===== config.mk =====
export PLATFORM = sky130hd
export DESIGN_NAME = pc_unit
export DESIGN_NICKNAME = d
export VERILOG_FILES = /design/src/rtl/pc_unit.sv
export SDC_FILE = /design/constraint.sdc
export NUM_CORES = 1
export LEC_CHECK = 0
export ABC_AREA = 1
export CORE_MARGIN = 2
export CORE_UTILIZATION = 25
export CTS_CLUSTER_SIZE = 30
export DETAILED_ROUTE_END_ITERATION = 16
export PLACE_DENSITY = 0.45
export RECOVER_POWER = 100
export SETUP_SLACK_MARGIN = 0.1
export SKIP_LAST_GASP = 1
export SLEW_MARGIN = 10
export SYNTH_ARGS = -nofsm -noshare
export SYNTH_HDL_FRONTEND = slang
export SYNTH_SLANG_ARGS = --single-unit

===== constraint.sdc =====
create_clock -name clk -period 2.5 [get_ports clk]
set_input_delay 0.25 -clock clk [delete_from_list [all_inputs] [get_ports clk]]
set_output_delay 0.25 -clock clk [all_outputs]
set_load 0.1 [all_outputs]

===== src/rtl/pc_unit.sv =====
// pc_unit: program-counter unit for the single-cycle RISC-V core.
//
// Holds the fetch address and picks the next one each cycle. The options are
// the sequential PC+4, a branch target PC+(imm<<1), and a jump-register
// target (base+imm) with bit 0 cleared. A redirect whose target has bit 1 set
// is not taken. Instead the unit traps: the faulting PC and the bad target are
// captured, and the PC is loaded with TRAP_VECTOR for one cycle. Every
// non-trapping advance in RUN increments a wrapping fetch counter.
//
// Ports:
//   clk          rising-edge clock
//   reset        synchronous, active-low reset (0 = reset)
//   stall        hold PC and ignore redirects this cycle
//   branch_taken branch condition true
//   jalr         jump-register request (wins over branch_taken)
//   imm          sign-extended immediate
//   base         rs1 value for jalr
//   pc           current fetch address
//   pc_valid     pc is a fetchable address (RUN only)
//   trap         one-cycle pulse while pc sits at TRAP_VECTOR
//   epc          faulting PC captured on the last trap
//   bad_target   misaligned target captured on the last trap
//   fetch_count  number of PC advances made in RUN
module pc_unit #(
  parameter int              XLEN         = 64,
  parameter logic [XLEN-1:0] RESET_VECTOR = '0,
  parameter logic [XLEN-1:0] TRAP_VECTOR  = XLEN'('h100),
  parameter int              CNT_W        = 32
) (
  input  logic             clk,
  input  logic             reset,
  input  logic             stall,
  input  logic             branch_taken,
  input  logic             jalr,
  input  logic [XLEN-1:0]  imm,
  input  logic [XLEN-1:0]  base,
  output logic [XLEN-1:0]  pc,
  output logic             pc_valid,
  output logic             trap,
  output logic [XLEN-1:0]  epc,
  output logic [XLEN-1:0]  bad_target,
  output logic [CNT_W-1:0] fetch_count
);

  typedef enum logic [1:0] {
    BOOT = 2'd0,
    RUN  = 2'd1,
    TRAP = 2'd2
  } state_t;

  state_t           state_q, state_d;
  logic [XLEN-1:0]  pc_q, pc_d;
  logic [XLEN-1:0]  epc_q, epc_d;
  logic [XLEN-1:0]  bad_q, bad_d;
  logic [CNT_W-1:0] cnt_q, cnt_d;

  logic [XLEN-1:0]  seq_target;
  logic [XLEN-1:0]  br_target;
  logic [XLEN-1:0]  jr_target;
  logic [XLEN-1:0]  target;
  logic             redirect;
  logic             misaligned;

  // Candidate targets, all in wrap-around XLEN arithmetic.
  assign seq_target = pc_q + XLEN'(4);
  assign br_target  = pc_q + (imm << 1);
  assign jr_target  = (base + imm) & ~XLEN'(1);

  assign redirect   = jalr | branch_taken;
  assign target     = jalr ? jr_target : (branch_taken ? br_target : seq_target);
  // Only redirects can be misaligned; the sequential target stays word aligned.
  assign misaligned = redirect & target[1];

  // Next-state logic. The trap path keeps the old PC in epc and loads
  // TRAP_VECTOR without counting the cycle as an advance.
  always_comb begin
    state_d = state_q;
    pc_d    = pc_q;
    epc_d   = epc_q;
    bad_d   = bad_q;
    cnt_d   = cnt_q;
    case (state_q)
      BOOT: state_d = RUN;
      RUN: begin
        if (!stall) begin
          if (misaligned) begin
            epc_d   = pc_q;
            bad_d   = target;
            pc_d    = TRAP_VECTOR;
            state_d = TRAP;
          end else begin
            pc_d  = target;
            cnt_d = cnt_q + CNT_W'(1);
          end
        end
      end
      TRAP: state_d = RUN;
      default: state_d = BOOT;
    endcase
  end

  // State register; reset is sampled only at the clock edge.
  always_ff @(posedge clk) begin
    if (!reset) begin
      state_q <= BOOT;
      pc_q    <= RESET_VECTOR;
      epc_q   <= '0;
      bad_q   <= '0;
      cnt_q   <= '0;
    end else begin
      state_q <= state_d;
      pc_q    <= pc_d;
      epc_q   <= epc_d;
      bad_q   <= bad_d;
      cnt_q   <= cnt_d;
    end
  end

  assign pc          = pc_q;
  assign pc_valid    = (state_q == RUN);
  assign trap        = (state_q == TRAP);
  assign epc         = epc_q;
  assign bad_target  = bad_q;
  assign fetch_count = cnt_q;

endmodule


* After elaboration in Yosys (flattened, before gate mapping) *
Index checks and enable logic that the tools add are counted.

word-level totals
  register bits = 226
  input port bits = 133
  output and inout bits = 226
  logic and storage cells = 29

operators by class
  add/subtract/negate cells = 4
  eq/ne operators = 4
  muxes and demuxes = 6
  bitwise operators = 4
  reductions and logical operators = 6

operators with widths
  cell                     count
  $mux W64                 3
  $add A64 B64 Y64         2
  $add A64 B3 Y64 const B  1
  $add A32 B1 Y32 const B  1
  $reduce_and A3 Y1        2
  $mux W2                  2
  $pmux W2 S2              1
  $reduce_and A2 Y1        2
  $eq A2 B1 Y1 const B     1
  $eq A2 B2 Y1 const B     1
  $logic_not A2 Y1         1
  $ne A2 B1 Y1 const B     1
  $ne A2 B2 Y1 const B     1
  $not A1 Y1               2
  $reduce_or A2 Y1         1
  $and A1 B1 Y1            1
  $or A1 B1 Y1             1

* Depth between registers and ports, before layout *
  depth in word-level cells = 7
  gate-level depth with buffers = 18
  depth with buffers taken out = 18

* Worst setup path after synthesis *
No wires, ideal clock.

  path kind = register -> register
  start = register pc_q[1], in the netlist pc[1]
  end = register cnt_q[15], in the netlist fetch_count[15]
  library setup time = 0.123 ns
  arrival time = 2.722 ns
  data required time = 2.377 ns
  slack = -0.345 ns
  cell stages (with the launch flop) = 16
  buffers on the path = 0
  period minus slack after synthesis = 2.845 ns
  path through = dfxtp_1 -> ha_1 -> inv_1 -> nand2_1 -> nand3_1 -> o21ai_2 -> nand2_4 -> nand2_4 -> nor2_2 -> nand2_1 -> nor2_2 -> nand4_1 -> nor2_2 -> nand3_1 -> o21ai_0 -> a21oi_1

between the ends
  word-level cells in the longest chain between the ends = 6
  elaborated cells between the ends (all ways) = 7
  those cells by class = 2 x add/sub; 2 x mux; 2 x bitwise; 1 x reduce/logical

RTL lines
  item                                                        line    source
  start: declaration                                          52      logic [XLEN-1:0] pc_q, pc_d;
  start signal: assignment                                    112     pc_q <= pc_d;
  $add A64 B3 Y64 / $add A64 B64 Y64 (equally long branches)  65, 66
  $mux W64 (*) (2 in series)                                  70      assign target = jalr ? jr_target : (branch_taken ? br_target : seq_target);
  $and A1 B1 Y1 (*)                                           72      assign misaligned = redirect & target[1];
  $not A1 Y1 (no line) (*)                                    n/a
  $reduce_and A3 Y1 (no line) (*)                             n/a
  end signal: assignment                                      115     cnt_q <= cnt_d;
  end: declaration                                            55      logic [CNT_W-1:0] cnt_q, cnt_d;

Mark *: on every way between the ends. The rest lies on a longest branch, timed or not.
A chain may end at the register's enable or synchronous reset.

* Final worst setup path *
  start = register pc_q[1], in the netlist pc[1]
  end = register pc_q[29], in the netlist pc[29]

between the ends
  word-level cells in the longest chain between the ends = 5
  elaborated cells between the ends (all ways) = 6
  those cells by class = 2 x add/sub; 3 x mux; 1 x bitwise

RTL lines
  item                                                        line    source
  $add A64 B3 Y64 / $add A64 B64 Y64 (equally long branches)  65, 66
  $mux W64 (*) (2 in series)                                  70
  $and A1 B1 Y1                                               72
  $mux W64 (*)                                                86      if (misaligned) begin

Marks and branches as above.

==> summary.md <==
| Metric | Value |
|---|---|
| Status | `completed` |
| First-pass GRT wire length | `187 mm` |
| Pins over their slew limit | `0` |
| Routed wire per std cell | `21.6 microns` |
| Die Ht | `298 microns` |
| Ys flop type | `dfxtp_1` |
| Routed WL | `132 mm` |
| Clock skew | `0.0216 ns` |
| Lkg Pwr | `16.5 nW` |
| # diodes | `0` |
| IO buf count | `358` |
| Detail Route met3 WL | `7.11 mm` |
| Pwr Density | `434 nW/um^2` |
| Clock share of power | `0.301` |
| Core area | `85300 sq um` |
| Post-DP HPWL | `109 mm` |
| Reg2reg path depth | `15` |
| Synth warn | `0` |
| Part of the cycle the worst path needs | `0.980` |
| Layout cell share with drive strength beyond 1 | `0.319` |
| Via/cell ratio | `4.81` |
| Top layer in use | `met4` |
| DR pass1 iterations | `6` |
| Worst-Margin Slew | `1.32 ns` |
| Switch share | `0.419` |
| Nets@finish | `5207` |
| Worst vdd ir | `475 uV` |
| Max stage delay on crit path | `0.39 ns` |
| Vias in the first global route | `27732` |
| Crit path kind | `register to register` |
| Yosys cell types | `45` |
| Clk sinks | `226` |
| Initial antenna violation count | `0` |
| Skew-Pair Late Insertion Delay | `0.59 ns` |
| Largest net degree at the start of global routing | `76` |
| WHS Path Cells | `4` |
| Cells taking the most area after synthesis | `dfxtp_1 (21%), nand2_1 (19%), inv_1 (9.6%)` |
| Synthesized instance count | `3825` |
| # hold bufs at CTS | `0` |
| Critical Path Source Type | `register` |
| Final setup violation count | `0` |
| Worst Setup End Kind | `register` |
| Max_cap viols | `0` |
| H-tree Lvls | `1` |
| Syn_area_per_cell | `5.63 sq um` |
| Global route overflow | `0` |
| Comb power frac | `0.442` |
| Post-synth ARST share | `0` |
| Max FO, Critical Path | `4` |
| Post-synthesis sequential area ratio | `0.210` |
| Setup TNS | `0 ns` |
| RSZ-0062 raised after global routing | `yes` |
| EDFF count, synth | `0` |
| Arr. time, crit path | `2.96 ns` |
| CTS Buf Count | `28` |
| Reg power frac | `0.258` |
| Placed cell area | `31800 sq um` |
| Met2 WL | `60.0 mm` |
| CTS root buf | `clkbuf_16` |
| Final ANT Viol Nets | `0` |
| Via count | `29401` |
| Top cell type by total area after synthesis | `dfxtp_1` |
| WP data required | `3.01 ns` |
| # DRC | `0` |
| Fmax | `0.408 GHz` |
| CP max-delay cell | `fa_2` |
| Gr usage total | `0.284` |
| Headroom to the max-slew limit | `0.124` |
| RePlAce Congestion | `0.959` |
| Initial Util | `0.253` |
| Die width | `298 microns` |
| Yosys reg bits | `226` |
| Area growth syn-to-layout | `63.3%` |
| Drt initial violations | `2573` |
| Synthesized net count | `4086` |
| Hold Crit Class | `input port to register` |
| Clk buf depth | `3` |
| Final hold violation count | `0` |
| I/O pin total | `359` |
| Final Cell Area | `35200 sq um` |
| Yosys top cell area share | `0.210` |
| Filler Cell Count | `9432` |
| TritonCTS clock tree | `done` |
| Mapped cell area | `21500 sq um` |
| Most frequent CP cell | `nand3_2` |
| Switching pwr | `6.39 mW` |
| Cell Int Power | `8.87 mW` |
| Critical Path, Cell by Cell | `ha_4 > fa_2 > nand3_2 > nand3_4 > nand3_2 > nand3b_1 > nand2_2 > nand2_4 > buf_4 > a21oi_2 > o21ai_2 > buf_4 > nand3_2 > nand3_2 > a21oi_2` |
| Site row count | `107` |
| Clk slew on worst S/H paths | `0.06 ns` |
| Post-Route M1 WL | `56.7 mm` |
| Final worst path period need | `2.45 ns` |
| Die area | `88600 sq um` |
power groups by stage:
stage	Sequential, mW	Combinational, mW	Clock [mW]
finish	3.93	6.74	4.59
global route	3.94	7.15	4.82
CTS	3.93	6.36	4.68
detailed placement	4.01	6.22	0
global placement	4.01	6.22	0
floorplan	5.10	2.11	0
path summary, 6_finish.rpt:
kind | slack, ns | from | to
hold reg to reg | 0.46 | state_q[0]$_SDFFE_PN0P_ | state_q[0]$_SDFFE_PN0P_
setup reg to reg | 0.05 | pc[1]$_SDFFE_PN0P_ | pc[29]$_SDFFE_PN0P_
hold / removal | 0.13 | jalr | pc[1]$_SDFFE_PN0P_
setup / recovery | 0.05 | pc[1]$_SDFFE_PN0P_ | pc[29]$_SDFFE_PN0P_
per-stage QoR:
stage / util / total power, mW / setup slack [ns] / hold WS, ns / cells
after floorplan: - / 7.21 / 0.110 / 0.436 / 3825
after global placement: 0.373 / 10.2 / -0.726 / 0.446 / 6014
after global routing: 0.413 / 15.9 / -0.0594 / 0.151 / 6112
final: 0.413 / 15.3 / 0.0511 / 0.127 / 6112
after CTS: 0.392 / 15.0 / 0.0559 / 0.0934 / 6071
after detailed placement: 0.373 / 10.2 / -0.716 / 0.452 / 6014
cells in the final DEF (no fill, tap or decap), types with 29 or more instances in the layout:
cell type	count
clkbuf_16	29
o21bai_1	56
ha_1	54
nor2_4	34
inv_1	534
clkdlybuf4s50_1	107
nand2_1	971
nor3_1	48
a21oi_2	77
nor2_2	87
nand3_1	212
nand4_1	58
xor2_1	40
o21ai_0	218
clkbuf_1	144
nand2_2	121
dfxtp_1	161
dfxtp_2	42
clkbuf_2	88
xnor2_1	29
nand3_2	42
nor2_1	336
o21ai_1	45
ha_4	67
buf_4	790
a21oi_1	284
worst max-delay path: cells and delay by family, from the launching register on:
kind            cells  cell delay [ns]
fa+ha+maj           2             0.55
compound gates      3             0.34
simple gates        8             0.82
buf+inv             2             0.30
flops               1             0.35
cell type report:
class	instances	area [sq um]	area share
sequential	226	4660	0.132
inverter	554	2080	0.0591
timing repair buffer	1184	8780	0.249
multi-input combinational	2952	17200	0.490
clock buffer	38	820	0.0233
clock inverter	14	183	0.00519
tap	1144	1430	0.0407
repair_timing:
action                                  4_1_cts  5_1_grt
endpoints found under the hold margin         0        0
resized for setup                           170      543
endpoints found under the setup margin      102      132
setup buffers                                 5       41
pin swaps                                    24      117
Yosys cell counts (7+ instances only):
library cell,count
inv_1,550
o21bai_1,63
nor2_1,445
nor2_2,7
buf_1,8
xor2_1,42
clkbuf_1,76
nand2_1,1108
o211ai_1,7
or2_2,8
nor4_1,13
nand3b_1,14
nand3_1,260
a21oi_1,365
o21ai_0,273
ha_1,126
buf_2,8
nand4_1,58
xnor2_1,32
dfxtp_1,226
o21a_1,9
a31oi_1,9
nor3_1,71
cells by family (layout without fill, tap and decap cells):
family,count (synthesis),in the layout,synth area share
buffers and inverters,647,1790,0.114
AND/OR/NAND/NOR,2007,2007,0.387
AO/OA/AOI/OAI,743,743,0.184
adder cells (fa/ha/maj),128,128,0.0750
XOR/XNOR,74,74,0.0301
flip-flops,226,226,0.210
sequential cells by signal, summed over array words and instances, names as in the netlist:
signal,count
state_q,2
epc,64
pc,64
fetch_count,32
bad_target,64
per-layer routing:
layer	global-route usage	vias to the layer above
met2	0.476	990
met1	0.365	13569
met4	0.138	0
li1	-	14635
met5	0	-
met3	0.0251	207
(Power assumes the default switching activity.)
